`src/rtl/sync_to_axis_packer.sv`:
```
// Repacks the FAST pipeline pixel sync stream into an AXI4-Stream master.
// A first-word-fall-through FIFO absorbs TREADY backpressure.
module sync_to_axis_packer #(
    parameter int DATA_WIDTH = 8,
    parameter int ADDR_WIDTH = 4
) (
    input  logic                  clk,
    input  logic                  rst,
    input  logic                  in_H_SYNC,
    input  logic                  in_V_SYNC,
    input  logic                  in_data_en,
    input  logic [DATA_WIDTH-1:0] data_in,
    input  logic [10:0]           width_in,
    input  logic [10:0]           height_in,
    output logic [DATA_WIDTH-1:0] TDATA,
    output logic                  TVALID,
    input  logic                  TREADY,
    output logic                  TLAST,
    output logic                  TUSER,
    output logic                  overflow,
    output logic [ADDR_WIDTH:0]   fifo_level,
    output logic                  frame_done
);
    localparam int DEPTH = 2 ** ADDR_WIDTH;

    typedef struct packed {
        logic [DATA_WIDTH-1:0] data;
        logic                  sof;
        logic                  eol;
    } entry_t;

    entry_t              mem_q [DEPTH];
    entry_t              wr_entry;
    entry_t              head;

    logic [ADDR_WIDTH:0] wr_ptr_q, wr_ptr_d;
    logic [ADDR_WIDTH:0] rd_ptr_q, rd_ptr_d;
    logic                vs_q, hs_q;
    logic [10:0]         width_q, width_d;
    logic [10:0]         height_q, height_d;
    logic [10:0]         col_q, col_d;
    logic [10:0]         row_q, row_d;
    logic                sof_pending_q, sof_pending_d;
    logic                overflow_q, overflow_d;
    logic                frame_done_q, frame_done_d;

    logic                v_rise, h_rise;
    logic                full, empty, push, pop;
    logic [10:0]         col_eff, row_eff, width_eff, height_eff;
    logic                sof_eff, eol, last_row;

    assign v_rise = in_V_SYNC & ~vs_q;
    assign h_rise = in_H_SYNC & ~hs_q;
    assign full   = (wr_ptr_q ^ rd_ptr_q) == {1'b1, {ADDR_WIDTH{1'b0}}};
    assign empty  = wr_ptr_q == rd_ptr_q;
    assign pop    = ~empty & TREADY;
    assign push   = in_data_en & (~full | pop);

    // NOTE: every signal assigned in always_comb gets a default first, so no latch can be inferred.
    always_comb begin
        width_d       = width_q;
        height_d      = height_q;
        col_d         = col_q;
        row_d         = row_q;
        sof_pending_d = sof_pending_q;
        overflow_d    = overflow_q;
        frame_done_d  = 1'b0;
        wr_ptr_d      = wr_ptr_q;
        rd_ptr_d      = rd_ptr_q;
        col_eff       = col_q;
        row_eff       = row_q;
        width_eff     = width_q;
        height_eff    = height_q;
        sof_eff       = sof_pending_q;

        // A sync rise resets the counters before a coinciding beat is framed.
        if (v_rise) begin
            width_eff  = width_in;
            height_eff = height_in;
            col_eff    = '0;
            row_eff    = '0;
            sof_eff    = 1'b1;
        end else if (h_rise) begin
            col_eff    = '0;
        end

        eol      = (width_eff != '0) && (col_eff == width_eff - 11'd1);
        last_row = (height_eff != '0) && (row_eff == height_eff - 11'd1);
        wr_entry = '{data: data_in, sof: sof_eff, eol: eol};

        width_d       = width_eff;
        height_d      = height_eff;
        col_d         = col_eff;
        row_d         = row_eff;
        sof_pending_d = sof_eff;

        // Counters advance on dropped beats too, keeping framing aligned.
        if (in_data_en) begin
            sof_pending_d = 1'b0;
            if (eol) begin
                col_d        = '0;
                row_d        = last_row ? 11'd0 : row_eff + 11'd1;
                frame_done_d = push & last_row;
            end else begin
                col_d = col_eff + 11'd1;
            end
            if (!push) overflow_d = 1'b1;
        end

        if (push) wr_ptr_d = wr_ptr_q + 1'b1;
        if (pop)  rd_ptr_d = rd_ptr_q + 1'b1;
    end

    // NOTE: sequential state uses non-blocking assignments so every flop samples pre-edge values.
    always_ff @(posedge clk or posedge rst) begin
        if (rst) begin
            vs_q          <= 1'b0;
            hs_q          <= 1'b0;
            width_q       <= '0;
            height_q      <= '0;
            col_q         <= '0;
            row_q         <= '0;
            sof_pending_q <= 1'b0;
            overflow_q    <= 1'b0;
            frame_done_q  <= 1'b0;
            wr_ptr_q      <= '0;
            rd_ptr_q      <= '0;
        end else begin
            vs_q          <= in_V_SYNC;
            hs_q          <= in_H_SYNC;
            width_q       <= width_d;
            height_q      <= height_d;
            col_q         <= col_d;
            row_q         <= row_d;
            sof_pending_q <= sof_pending_d;
            overflow_q    <= overflow_d;
            frame_done_q  <= frame_done_d;
            wr_ptr_q      <= wr_ptr_d;
            rd_ptr_q      <= rd_ptr_d;
        end
    end

    // NOTE: storage is left unreset; equal pointers mark it empty and outputs are masked to 0.
    always_ff @(posedge clk) begin
        if (push) mem_q[wr_ptr_q[ADDR_WIDTH-1:0]] <= wr_entry;
    end

    assign head       = mem_q[rd_ptr_q[ADDR_WIDTH-1:0]];
    assign TVALID     = ~empty;
    assign TDATA      = empty ? '0 : head.data;
    assign TUSER      = ~empty & head.sof;
    assign TLAST      = ~empty & head.eol;
    assign fifo_level = wr_ptr_q - rd_ptr_q;
    assign overflow   = overflow_q;
    assign frame_done = frame_done_q;

endmodule

```
`config.mk`:
```
export PLATFORM = sky130hd
export DESIGN_NAME = sync_to_axis_packer
export DESIGN_NICKNAME = d
export VERILOG_FILES = /design/src/rtl/sync_to_axis_packer.sv
export SDC_FILE = /design/constraint.sdc
export NUM_CORES = 1
export LEC_CHECK = 0
export CAP_MARGIN = 20
export CORE_MARGIN = 2
export CORE_UTILIZATION = 25
export DETAILED_ROUTE_END_ITERATION = 10
export DONT_BUFFER_PORTS = 1
export MAX_ROUTING_LAYER = met4
export PLACE_DENSITY = 0.41
export SLEW_MARGIN = 10
export SYNTH_ARGS = -nofsm -noshare
export SYNTH_HDL_FRONTEND = slang
export SYNTH_SLANG_ARGS = --single-unit
```
`constraint.sdc`:
```
create_clock -name clk -period 6.8 [get_ports clk]
set_clock_uncertainty 0.05 [all_clocks]
set_input_delay 1.02 -clock clk [delete_from_list [all_inputs] [get_ports clk]]
set_output_delay 1.02 -clock clk [all_outputs]
set_load 0.02 [all_outputs]
```
# Word level (Yosys, flattened, before mapping)
# Memories as Yosys holds them, arrays and structs flattened.
# Index checks and enable logic that the tools add are counted.
[word_totals] mem_count=1 ramBits=160 inputBits=36 word_cells=59 reg_bits=59
[mem_list] name="mem_q" depth=16 word_bits=10 read_ports=1 rd_clocked_by_memory_dff=0 write_ports=1 line="32" source="entry_t mem_q [DEPTH];"
[op_classes] addsub=7 n_reduce_logical=5 n_bitwise=14 eq_ne=4 n_mux=17
[ops] op="2-to-1 mux 11 bit" n=10
[ops] op="adder 11 x 1 -> 11 bit (second input constant)" n=2
[ops] op="equality test 11 bit" n=2
[ops] op="nonzero test 11 bit" n=2
[ops] op="subtractor 11 x 1 -> 11 bit (second input constant)" n=2
[ops] op="adder 5 x 1 -> 5 bit (second input constant)" n=2
[ops] op="2-to-1 mux 8 bit" n=1
[ops] op="bitwise AND 1 bit" n=7
[ops] op="2-to-1 mux 1 bit" n=6
[ops] op="equality test 5 bit" n=1
[ops] op="equality test 5 bit (second input constant)" n=1
[ops] op="inverter 1 bit" n=5
[ops] op="subtractor 5 bit" n=1
[ops] op="bitwise XOR 5 bit" n=1
[ops] op="logical AND 1 bit" n=2
[ops] op="AND reduction 2 bit" n=1
[ops] op="OR 1 bit" n=1

# Logic depth before layout (Yosys ltp)
[logic_depth] depth_word=9 ltp_mapped=18 depth_no_buf=11

# Worst setup path after synthesis
# Ideal clock, no wire load.
[synth_path] path_kind="input to register" start="in in_V_SYNC" end="reg row_q[9]" path_slack_ns=2.031 t_arrival_ns=4.587 cell_stages=17 required_ns=6.618 cell_sequence="nand2b_1 > buf_6 > buf_6 > buf_6 > buf_6 > buf_4 > clkbuf_1 > buf_1 > mux2i_1 > ha_1 > or4_1 > a311o_1 > a22oi_1 > nand4_2 > buf_2 > a32oi_1 > o41ai_2"
[synth_between] elab_chain_cells=8 word_cells_on_any_way=17 classes_between="add/sub (3); eq/ne (2); mux (7); bitwise (1); reduce/logical (4)"
[synth_rtl] item="start: declaration" line="10" source="input logic in_V_SYNC,"
[synth_rtl] item="bitwise AND 1 bit *" line="52" source="assign v_rise = in_V_SYNC & ~vs_q;"
[synth_rtl] item="2-to-1 mux 11 bit" line="77" source="if (v_rise) begin"
[synth_rtl] item="subtractor 11 x 1 -> 11 bit" line="88" source="last_row = (height_eff != '0) && (row_eff == height_eff - 11'd1);"
[synth_rtl] item="equality test 11 bit" line="88"
[synth_rtl] item="logical AND 1 bit" line="88"
[synth_rtl] item="2-to-1 mux 11 bit" line="102" source="row_d = last_row ? 11'd0 : row_eff + 11'd1;"
[synth_rtl] item="2-to-1 mux 11 bit" line="100" source="if (eol) begin"
[synth_rtl] item="2-to-1 mux 11 bit *" line="98" source="if (in_data_en) begin"
[synth_rtl] item="via row_d[9]" line="42" source="logic [10:0] row_q, row_d;"
[synth_rtl] item="end signal: assignment" line="134" source="row_q <= row_d;"
[synth_rtl] item="end: declaration" line="42"
# The timed path passes the listed nets; every way through them passes the cells marked *.
# A chain may end at the register's enable or synchronous reset.

# Final worst setup path
[layout_path] start="reg rd_ptr_q[0]" end="out TUSER"
[layout_between] elab_chain_cells=3 word_cells_on_any_way=4 classes_between="eq/ne (1); bitwise (2); memory (1)"
[layout_rtl] item="start: declaration" line="37" source="logic [ADDR_WIDTH:0] rd_ptr_q, rd_ptr_d;"
[layout_rtl] item="start signal: assignment" line="139" source="rd_ptr_q <= rd_ptr_d;"
[layout_rtl] item="branches (longest 2 deep; another with memory (16 x 10 bit))"
[layout_rtl] item="bitwise AND 1 bit *" line="151" source="assign TUSER = ~empty & head.sof;"
[layout_rtl] item="end: declaration" line="19" source="output logic TUSER,"
# Every way passes the cells marked *.

==> results.cfg <==
[outcome]
status = finished, final reports clean

[worst_setup_path]
end_kind = primary output
required_ns = 5.73
crit_path_start = rd_ptr_q[0]$_DFFE_PP0P_
startpoint_type = register
crit_arrival_ns = 3.01
crit_buf_inv = 1
slowest_stage = buf_4
crit_chain = buf_4 -> mux4_2 -> mux4_2 -> nor2b_1
r2r_start = vs_q$_DFF_PP0_
critPathMostFrequentCell = mux4_2
cp_top_family = multiplexers
critPathMaxFanout = 44
criticalPathCategory = register to primary output
max_stage_delay_ns = 0.69

[clock_tree]
clockRootBuffer = clkbuf_16
cts_tree = built
hold_buffers = 0
cts_resized = 0
cts.sink_count = 219
numCtsBuffers = 25
postCtsSetupRepairBufs = 0
worstSkewPairLatency_ns = 0.55
htreeDepth = 1
clock_path_buffers = 3
clk_pin_slew_worst_paths_ns = 0.05

[timing]
fin_setup_tns_ns = 0
worstMarginPinSlew_ns = 0.9205
layout_min_cycle_time_ns = 4.083
fmax_ghz = 0.2449
drv_slew = 0
timing.final.ws_setup_ns = 2.717
post-route-period-util = 0.6005
whs_ns = 0.4394
setup_viol = 0
rsz0062_at_grt = false
slew-limit-headroom = 0.3864
hold_viol_final = 0

[global_route]
grt_pass1_wl_um = 37050
antenna_found_initial = 0
grt_remaining_overflow = 0
grt_max_degree = 60
grt_pass1_vias = 6133
gr-usage-all-layers = 0.1215

[layout]
area_delta_synth_final_pct = 13.43
nFillCells = 3994
fin_nets = 731
layout-drive-gt1-share = 0.1731
antenna_cells = 0

[yosys]
synth_seq_cells = 219
synthArstFlopShare = 0.2694
ys_types = 68
netlist_top_cells_count = edfxtp_1, dfrtp_1, mux4_2
synth_area_um2 = 10080
yosys_warnings = 0
syn-mean-instance-area_um2 = 14.96
yosysTopAreaCell = edfxtp_1
synthDominantCellAreaShare = 0.4765
yosys-top-cells-area = edfxtp_1, dfrtp_1, mux4_2, xnor2_1, ha_1
ys_seq_area_frac = 0.6229
postSynthCellCount = 674
syn_nets = 725
synthFlopType = edfxtp_1
synth_most_common_cell = edfxtp_1
synth_edf_count = 160

[detailed_routing]
drc = 0
first_iter_violations = 344
avgViaCountPerCell = 4.667
routed_wl_um = 24210
drtAntennaViolNets = 0
vias = 5713
wire_per_inst_um = 19.78
drtPass1Iterations = 5

[place]
dp.final_hpwl_um = 15560
place_ws_ns = 2.308
io_buffers = 0
gp_congestion = 0.8124

[floorplan]
row_count = 73
core_um2 = 39730
die_x_um = 204.8
die_height_um = 204.8
ioPinCount = 54
start_util = 0.2538
dieArea_um2 = 41960

[worst_hold_path]
worstHoldPathType = register to register
hp-start = wr_ptr_q[4]$_DFFE_PP0P_

[pwr]
pwr_density_cell_nw_per_um2 = 376.9
leakage_nw = 4.006
irDropWorstVdd_mv = 0.1812

[flow_run]
cap_violations = 0
[kinds of logic (layout without fill, tap and decap cells)]
| group | Yosys count | in the layout | synth area share |
|---|---|---|---|
| AO/OA/AOI/OAI | 71 | 71 | 0.05224 |
| XOR/XNOR | 43 | 43 | 0.03735 |
| adder cells (fa/ha/maj) | 15 | 15 | 0.01936 |
| buffers and inverters | 59 | 84 | 0.02569 |
| flip-flops | 219 | 219 | 0.6229 |
| multiplexers | 71 | 71 | 0.1362 |
| AND/OR/NAND/NOR | 196 | 196 | 0.1062 |
[where the power goes]
part | total (mW) | switching (mW) | internal [mW]
clock network | 1.30 | 0.546 | 0.751
registers | 1.69 | 0.0945 | 1.59
logic | 1.33 | 0.794 | 0.535
total | 4.31 | 1.43 | 2.88
[sequential cells by signal, indices dropped and copies added, names as in the netlist]
register	cells
mem_q	160
sof_pending_q	1
height_q	11
wr_ptr_q	5
rd_ptr_q	5
col_q	11
vs_q	1
row_q	11
hs_q	1
width_q	11
overflow	1
frame_done	1
[cell usage in the layout, fill, tap and decap left out, types with 6 or more instances in the layout]
| master | count |
|---|---|
| a21oi_1 | 13 |
| and2_1 | 19 |
| buf_4 | 6 |
| clkbuf_16 | 25 |
| clkinv_1 | 7 |
| clkinv_2 | 8 |
| dfrtp_1 | 57 |
| edfxtp_1 | 160 |
| ha_1 | 14 |
| inv_1 | 31 |
| mux2i_1 | 11 |
| mux4_2 | 50 |
| nand2_1 | 43 |
| nand3_1 | 21 |
| nand4_1 | 18 |
| nor2_1 | 31 |
| nor2b_1 | 13 |
| nor3_1 | 10 |
| o211ai_1 | 6 |
| o21ai_0 | 12 |
| or3_1 | 6 |
| xnor2_1 | 25 |
| xor2_1 | 18 |
[worst paths after layout]
kind | cells past startpoint | slack, ns | end
setup reg to reg | 10 | 2.80 | row_q[9]$_DFF_PP0_
hold reg to reg | 1 | 0.44 | wr_ptr_q[4]$_DFFE_PP0P_
max in group asynchronous | 2 | 5.57 | rd_ptr_q[0]$_DFFE_PP0P_
min in group asynchronous | 2 | 0.55 | height_q[8]$_DFF_PP0_
setup / recovery | 4 | 2.72 | TUSER
hold / removal | 1 | 0.44 | wr_ptr_q[4]$_DFFE_PP0P_
[layout make-up]
cell class / instances / area [um2] / share of cell area
Multi-Input combinational cell: 396 / 3548 / 0.3103
Inverter: 32 / 120.1 / 0.01050
Timing Repair Buffer: 6 / 45.04 / 0.003938
Tap cell: 525 / 656.9 / 0.05743
Clock buffer: 28 / 636.9 / 0.05568
Sequential cell: 219 / 6284 / 0.5494
Clock inverter: 18 / 146.4 / 0.01280
[per-stage QoR]
stage / instances / area, um2 / total power [mW] / utilization
6_report: 1224 / 11440 / 4.311 / 0.2879
5_1_grt: 1224 / 11440 / 4.541 / 0.2879
4_1_cts: 1223 / 11430 / 4.405 / 0.2877
3_5_place_dp: 1177 / 10650 / 3.082 / 0.2680
3_3_place_gp: 1177 / 10650 / 3.059 / 0.2680
2_1_floorplan: 674 / 10080 / 2.710 / -
[layer usage]
metal,routed length (um),GRT usage,vias up
met3,1109,0.02641,42
met2,12050,0.2045,131
li1,-,-,2600
met4,500,0.02847,0
met5,0,-,-
met1,10560,0.1489,2940
(Power assumes the default switching activity.)
